## config.mk

```make
export PLATFORM = sky130hd
export DESIGN_NAME = muldiv_ctrl
export DESIGN_NICKNAME = d
export VERILOG_FILES = /design/src/rtl/muldiv_ctrl.sv
export SDC_FILE = /design/constraint.sdc
export NUM_CORES = 1
export LEC_CHECK = 0
export ABC_AREA = 1
export CAP_MARGIN = 10
export CORE_AREA = 2 2 154 156
export DETAILED_ROUTE_END_ITERATION = 8
export DIE_AREA = 0 0 156 158
export HOLD_SLACK_MARGIN = 0.03
export PLACE_DENSITY = 0.69
export SLEW_MARGIN = 20
export SYNTH_ARGS = -nofsm -noshare
export SYNTH_HDL_FRONTEND = slang
export SYNTH_SLANG_ARGS = --single-unit
```

## constraint.sdc

```tcl
create_clock -name clk -period 5.6 [get_ports clk]
set_clock_uncertainty 0.2 [all_clocks]
set_input_delay 1.4 -clock clk [delete_from_list [all_inputs] [get_ports clk]]
set_output_delay 1.4 -clock clk [all_outputs]
set_load 0.1 [all_outputs]
```

## src/rtl/muldiv_ctrl.sv

```systemverilog
// muldiv_ctrl: sequencer between EX decode and the shared multiplier/divider.
// It accepts one MULT/MULTU/DIV/DIVU op and latches its operands. It holds the
// EX stage stalled while the selected unit works, then writes the 64-bit
// result into HI/LO and raises a single-cycle res_valid.
// Optional build macro MULDIV_DIV0_FAST_EN: divide by zero skips the divider
// and completes in one stall cycle with hi=dividend, lo=all ones.
module muldiv_ctrl #(
    parameter int MUL_LAT  = 2,   // cycles from stable operands to valid product (>=1)
    parameter int DIV_WDOG = 48   // DIV_WAIT cycles before the divider is abandoned
) (
    input  logic        clk,
    input  logic        rst,
    input  logic        flush,
    input  logic        op_valid,
    input  logic [1:0]  op_type,
    input  logic [31:0] src_a,
    input  logic [31:0] src_b,
    output logic        mul_signed,
    output logic [31:0] mul_ina,
    output logic [31:0] mul_inb,
    input  logic [63:0] mul_result,
    output logic        div_start,
    output logic        div_signed,
    output logic [31:0] div_opa,
    output logic [31:0] div_opb,
    output logic        div_annul,
    input  logic        div_ready,
    input  logic [63:0] div_result,
    output logic        stallreq_for_ex,
    output logic        res_valid,
    output logic [31:0] hi,
    output logic [31:0] lo
);

    localparam int CNT_MAX = (DIV_WDOG > MUL_LAT) ? DIV_WDOG : MUL_LAT;
    localparam int CNT_W   = $clog2(CNT_MAX + 1);
    localparam logic [CNT_W-1:0] MUL_CNT_INIT = CNT_W'(MUL_LAT - 1);
    localparam logic [CNT_W-1:0] WDOG_LAST    = CNT_W'(DIV_WDOG - 1);

    typedef enum logic [1:0] {
        IDLE     = 2'd0,
        MUL_WAIT = 2'd1,
        DIV_WAIT = 2'd2,
        DONE     = 2'd3
    } state_t;

    state_t           state_q, state_d;
    logic [CNT_W-1:0] cnt_q, cnt_d;
    logic             annul_q, annul_d;
    logic [31:0]      opa_q, opa_d;
    logic [31:0]      opb_q, opb_d;
    logic             signed_q, signed_d;
    logic [31:0]      hi_q, hi_d;
    logic [31:0]      lo_q, lo_d;

    logic accept;
    logic div0_fast;
    logic wdog_expire;

    // A new op is taken only from IDLE and only when the pipeline is not flushing it.
    assign accept = (state_q == IDLE) && op_valid && !flush;

`ifdef MULDIV_DIV0_FAST_EN
    assign div0_fast = op_type[1] && (src_b == 32'd0);
`else
    assign div0_fast = 1'b0;
`endif

    // Last permitted DIV_WAIT cycle with no answer from the divider.
    assign wdog_expire = (state_q == DIV_WAIT) && !div_ready && (cnt_q == WDOG_LAST);

    // Next-state, counter, operand latch and HI/LO update.
    always_comb begin
        // NOTE: every signal written here gets a default first, so no path can
        // leave one unassigned and infer a latch.
        state_d  = state_q;
        cnt_d    = cnt_q;
        annul_d  = 1'b0;
        opa_d    = opa_q;
        opb_d    = opb_q;
        signed_d = signed_q;
        hi_d     = hi_q;
        lo_d     = lo_q;

        case (state_q)
            IDLE: begin
                if (accept) begin
                    opa_d    = src_a;
                    opb_d    = src_b;
                    signed_d = ~op_type[0];
                    if (div0_fast) begin
                        hi_d    = src_a;
                        lo_d    = 32'hFFFF_FFFF;
                        state_d = DONE;
                    end else if (op_type[1]) begin
                        cnt_d   = '0;
                        state_d = DIV_WAIT;
                    end else begin
                        cnt_d   = MUL_CNT_INIT;
                        state_d = MUL_WAIT;
                    end
                end
            end
            MUL_WAIT: begin
                if (cnt_q == '0) begin
                    hi_d    = mul_result[63:32];
                    lo_d    = mul_result[31:0];
                    state_d = DONE;
                end else begin
                    cnt_d = cnt_q - 1'b1;
                end
            end
            DIV_WAIT: begin
                if (div_ready) begin
                    hi_d    = div_result[63:32];
                    lo_d    = div_result[31:0];
                    state_d = DONE;
                end else if (wdog_expire) begin
                    annul_d = 1'b1;
                    state_d = IDLE;
                end else begin
                    cnt_d = cnt_q + 1'b1;
                end
            end
            DONE: begin
                state_d = IDLE;
            end
            default: begin
                state_d = IDLE;
            end
        endcase

        // A flush kills whatever is in flight, even a result arriving this cycle.
        if (flush) begin
            state_d = IDLE;
            hi_d    = hi_q;
            lo_d    = lo_q;
            annul_d = (state_q == DIV_WAIT);
        end
    end

    // Control registers: state, shared cycle counter, annul pulse.
    always_ff @(posedge clk or posedge rst) begin
        // NOTE: sequential state uses non-blocking assignment so every flop
        // samples the pre-edge value of every other flop.
        if (rst) begin
            state_q <= IDLE;
            cnt_q   <= '0;
            annul_q <= 1'b0;
        end else begin
            state_q <= state_d;
            cnt_q   <= cnt_d;
            annul_q <= annul_d;
        end
    end

    // Latched operands and signedness, fed to both units.
    always_ff @(posedge clk or posedge rst) begin
        if (rst) begin
            opa_q    <= '0;
            opb_q    <= '0;
            signed_q <= 1'b0;
        end else begin
            opa_q    <= opa_d;
            opb_q    <= opb_d;
            signed_q <= signed_d;
        end
    end

    // HI/LO architectural registers.
    always_ff @(posedge clk or posedge rst) begin
        if (rst) begin
            hi_q <= '0;
            lo_q <= '0;
        end else begin
            hi_q <= hi_d;
            lo_q <= lo_d;
        end
    end

    assign mul_signed = signed_q;
    assign mul_ina    = opa_q;
    assign mul_inb    = opb_q;
    assign div_signed = signed_q;
    assign div_opa    = opa_q;
    assign div_opb    = opb_q;
    assign div_start  = (state_q == DIV_WAIT);
    assign div_annul  = annul_q;
    assign res_valid  = (state_q == DONE) && !flush;
    assign hi         = hi_q;
    assign lo         = lo_q;

    // The stall drops in the watchdog-expiry cycle so the abandoned divide
    // leaves EX on that edge. It is also held low during reset, because
    // accept looks at op_valid directly.
    assign stallreq_for_ex = !rst && (accept
                                      || (state_q == MUL_WAIT)
                                      || ((state_q == DIV_WAIT) && !wdog_expire));

endmodule

```

# --- Word level (Yosys, flattened, before mapping) ---
# Cells that the tools add are included.
# Widths: inputs -> output; s select.
word_totals:
  regBits: 138
  latchBits: 0
  ramBits: 0
  romBits: 0
  input_bits: 199
  out_inout_bits: 198
  wordCells: 69
  mem_count: 0
classes:
  addsub: 2
  multipliers: 0
  div_mod_pow: 0
  n_lt_le_gt_ge: 0
  n_eq_ne: 13
  n_shift: 0
  muxes: 23
  bitwise: 2
  reduce_logical: 21
ops:
  columns: ["op", "count"]
  rows:
  - ["$mux 32", 4]
  - ["$pmux 32 s2", 2]
  - ["$mux 6", 4]
  - ["$pmux 6 s3", 1]
  - ["$mux 2", 6]
  - ["$ne 2x2->1 const B", 5]
  - ["$pmux 2 s4", 1]
  - ["$logic_and 1x1->1", 7]
  - ["$add 6x1->6 const B", 1]
  - ["$eq 6x6->1 const B", 1]
  - ["$logic_not 6->1", 1]
  - ["$ne 3x3->1 const B", 2]
  - ["$sub 6x1->6 const B", 1]
  - ["$mux 1", 5]
  - ["$reduce_and 5->1", 1]
  - ["$eq 2x2->1 const B", 2]
  - ["$logic_not 1->1", 4]
  - ["$ne 4x2->1 const B", 1]
  - ["$reduce_and 4->1", 1]
  - ["$reduce_and 3->1", 1]
  - ["$reduce_bool 3->1", 1]
  - ["$eq 2x1->1 const B", 1]
  - ["$logic_not 2->1", 1]
  - ["$logic_or 1x1->1", 2]
  - ["other kinds (4)", 5]

# --- Logic depth before layout (Yosys ltp) ---
logic_depth:
  ltp_word: 7
  mapped_depth: 12
  depth_no_buf: 12

# --- Worst setup path after synthesis ---
# Ideal clock, no wire load.
synth_path:
  kind: "input to output"
  startpoint: "in flush"
  endpoint: "out stallreq_for_ex"
  arrival_time_ns: 3.465
  required_ns: 4.000
  setup_slack_ns: 0.535
  cell_stages: 5
  path_buffers: 2
  cell_sequence: "inv_2 > nand3_2 > buf_2 > buf_4 > a31oi_1"
synth_between:
  elab_chain_cells: 5
synth_rtl:
  columns: ["element", "line_no", "source"]
  rows:
  - ["start: declaration", "13", "input logic flush,"]
  - ["$logic_not 1->1", "61", "assign accept = (state_q == IDLE) && op_valid && !flush;"]
  - ["$logic_and 1x1->1", "61", null]
  - ["$logic_or 1x1->1", "197", "|| (state_q == MUL_WAIT)"]
  - ["$logic_or 1x1->1", "198", "|| ((state_q == DIV_WAIT) && !wdog_expire));"]
  - ["$logic_and 1x1->1", "196", "assign stallreq_for_ex = !rst && (accept"]
  - ["end: declaration", "29", "output logic stallreq_for_ex,"]
# No other way between the ends.

# --- Worst setup path after layout ---
# Same ends and word-level chain as after synthesis.

==> results.md <==
- Hold Path Stages: 2
- Worst EP arrival: 2.68 ns
- Drt pass-1 iters: 4
- Hold_ws: ~0.32 ns
- GR Overflow Total: 0
- Ranking of synthesized cells by area: dfrtp_1 49%, nand2_1 16%, mux2_2 10%, buf_4 8.1%, o21ai_0 5.1%
- RSZ-0062 raised after global routing: false
- Slowest stage delay, CP: 0.55 ns
- Final hold vios: 0
- Largest net degree at the start of global routing: roughly 90
- Post-synth top cells: 292 x nand2_1, 138 x dfrtp_1, 83 x inv_1, 75 x buf_4, 71 x o21ai_0
- Share of cells above drive strength 1: 0.102
- Synth-to-layout area growth: 62.5%
- Final Setup Violations: 0
- Bufs on Longest Clock Path: 2
- Core Area: 23,100 um^2
- First-pass GRT wire length: 30,900 um
- Worst-path maximum fanout: 5
- Crit. End Element: primary output
- Final TNS setup: 0 ns
- Adder-Cell Fraction of Synth Area: 0.0179
- Vias: about 6,200
- Top cell type by total area after synthesis: dfrtp_1
- Reg-to-Reg Start: state_q[0]$_DFFE_PP0P_
- Starting Density: 0.303
- TritonCTS Buffers: 17
- Die Span Y: 158 um
- Synth warnings: 0
- Mapped Nets: 1,011
- Reg2Reg Depth: 12
- Crit Path Class: input pin to primary output
- I/O pin total: about 400
- Critical Path Start Type: input pin
- Largest family of logic cells by synthesized area: simple AND/OR/NAND/NOR gates
- Worst R2R End: cnt_q[3]$_DFFE_PP0P_
- Number of synthesized register bits: 138
- Ys flop type: dfrtp_1
- Max Freq: about 230 MHz
- Count leader, synth: nand2_1
- Number of synthesized flops with an enable pin: 0
- Wirelength, routed: about 21,000 um
- Flop-to-flop setup slack: 2.35 ns
- Post-route ant nets: 0
- Req. time, crit path: roughly 4.0 ns
- Worst min-delay path class: flop to flop
- Synth Area in Compound Gates: 0.0568
- DIE AREA: 24,600 um^2
- HP Start: div_signed$_DFFE_PP0P_
- DRT iter0 DRCs: 307
- Antenna cells: 0
- MaxCap Viol Count: 0
- GP Congestion: between 0.7 and 0.8
- Root buffer cell: clkbuf_16
- Slew @ Worst Pin: 1.04 ns
- Fillers: 2,178
- Worst-path cell with the longest stage delay: clkdlybuf4s50_1
- Top-area cell type share of the netlist area: 0.495
- Worst skew pair latency: roughly 0.41 ns
- Total GRT Usage: 0.161
- Ys async rst share: 1.00
- Synthesized cell area: between 6000 and 7000 um^2
- Hpwl dp: 15,700 um
- Reg clk slew, reported paths: 0.06 ns
- Final Slew Violations: 0
- Number of global-route vias before repair: ~5,800
- Hold path endpoint: div_signed$_DFFE_PP0P_
- Setup bufs post-CTS: 0
- Mapped Avg Cell Area: a little under 9 um^2
- Multiplexer area fraction after synthesis: 0.103
- Post-cts sizing count: 0
- WL/cell: 14.5 um
- Final Critical Period: ~4.3 ns
- Width of the die: 156 um
- Row count: 56
- Simple-gate area share of the yosys netlist: 0.183
- Final net count: 1,337
- Post-synthesis xor/xnor area fraction: 0.00251
- Post-synth cell types: 22
- Slew headroom: 0.305
- Register area share after synthesis: 0.495
- Antenna violations before repair: 0
- Cell count after synthesis: 802
- Tcrit/Tclk final: 0.764
- Clock Sinks: 138
- H-tree Lvls: 4
- Status: finished, final reports clean
- Hold-fix buffers, CTS: 0
- Via/cell ratio: 4.32
- CP cell instances: clkdlybuf4s50_1, inv_2, nand3_2, a31oi_1, buf_12
- Post-route DRC: 0
- IO Port Bufs: 396
- CTS tree: built
-- flip-flops by register name, indices dropped and copies added (netlist names) --
| register | count |
|---|---|
| div_annul | 1 |
| lo | 32 |
| div_opa | 32 |
| cnt_q | 6 |
| state_q | 2 |
| div_signed | 1 |
| hi | 32 |
| div_opb | 32 |
-- stage by stage --
step / utilization / setup WS, ns / area [um^2] / cells
after CTS: 0.492 / 1.31 / 11300 / 1431
after global routing: 0.492 / 1.26 / 11300 / 1431
final: 0.492 / 1.32 / 11300 / 1431
after global placement: 0.466 / 1.37 / 10700 / 1397
after floorplan: - / 0.304 / 6980 / 802
after detailed placement: 0.467 / 1.32 / 10800 / 1399
-- logic make-up (layout without fill, tap and decap cells) --
group,after synthesis,in the layout
AND/OR/NAND/NOR,327,327
flip-flops,138,138
AO/OA/AOI/OAI,77,77
multiplexers,64,64
XOR/XNOR,2,2
adder cells (fa/ha/maj),10,10
buffers and inverters,184,523
-- worst max path at each step --
stage	from	end	cells after the start
2_1_floorplan	rst	cnt_q[0]$_DFFE_PP0P_	1
3_3_place_gp	flush	stallreq_for_ex	5
3_5_place_dp	flush	stallreq_for_ex	5
4_1_cts	flush	stallreq_for_ex	5
5_1_grt	flush	stallreq_for_ex	5
6_report	flush	stallreq_for_ex	5
-- worst max-delay path: cells and delay by family --
kind	cells	cell delay [ns]
AOI/OAI and AO/OA	1	0.27
buffers and inverters	3	0.92
and+or+nand+nor	1	0.08
-- cell usage in the layout (no fill, tap or decap) --
cell type,n
clkdlybuf4s50_1,394
nand2_1,292
dfrtp_1,138
inv_1,81
o21ai_0,71
mux2_2,64
clkbuf_16,17
nand3_1,14
nor2_1,10
ha_1,9
buf_4,9
inv_6,8
nand4_1,7
a21oi_1,3
inv_8,3
xor2_1,2
nand3b_1,2
clkinvlp_4,2
buf_6,2
buf_12,2
a211oi_4,1
inv_4,1
inv_2,1
nand3_2,1
o21bai_1,1
or2_2,1
a31oi_1,1
ha_2,1
bufinv_16,1
clkinv_4,1
clkinv_2,1
-- routing by layer --
layer | vias to the layer above | wire length, um | track usage
li1 | 3091 | - | -
met1 | 2843 | 8140 | 0.182
met2 | 238 | 10800 | 0.296
met3 | 12 | 1630 | 0.0534
met4 | 0 | 165 | 0.0371
met5 | - | 0 | 0
-- cell type report --
cell class / instances / area [um^2] / share of cell area
Clock buffer: 17 / 425 / 0.0375
Sequential cell: 138 / 3450 / 0.305
Inverter: 84 / 323 / 0.0285
Tap cell: 290 / 363 / 0.0320
Multi-Input combinational cell: 480 / 2550 / 0.225
Timing Repair Buffer: 407 / 4070 / 0.359
Clock inverter: 15 / 154 / 0.0136
Power is not shown: default switching activity piles up to over one toggle a cycle in this logic, so the estimate is an artifact.
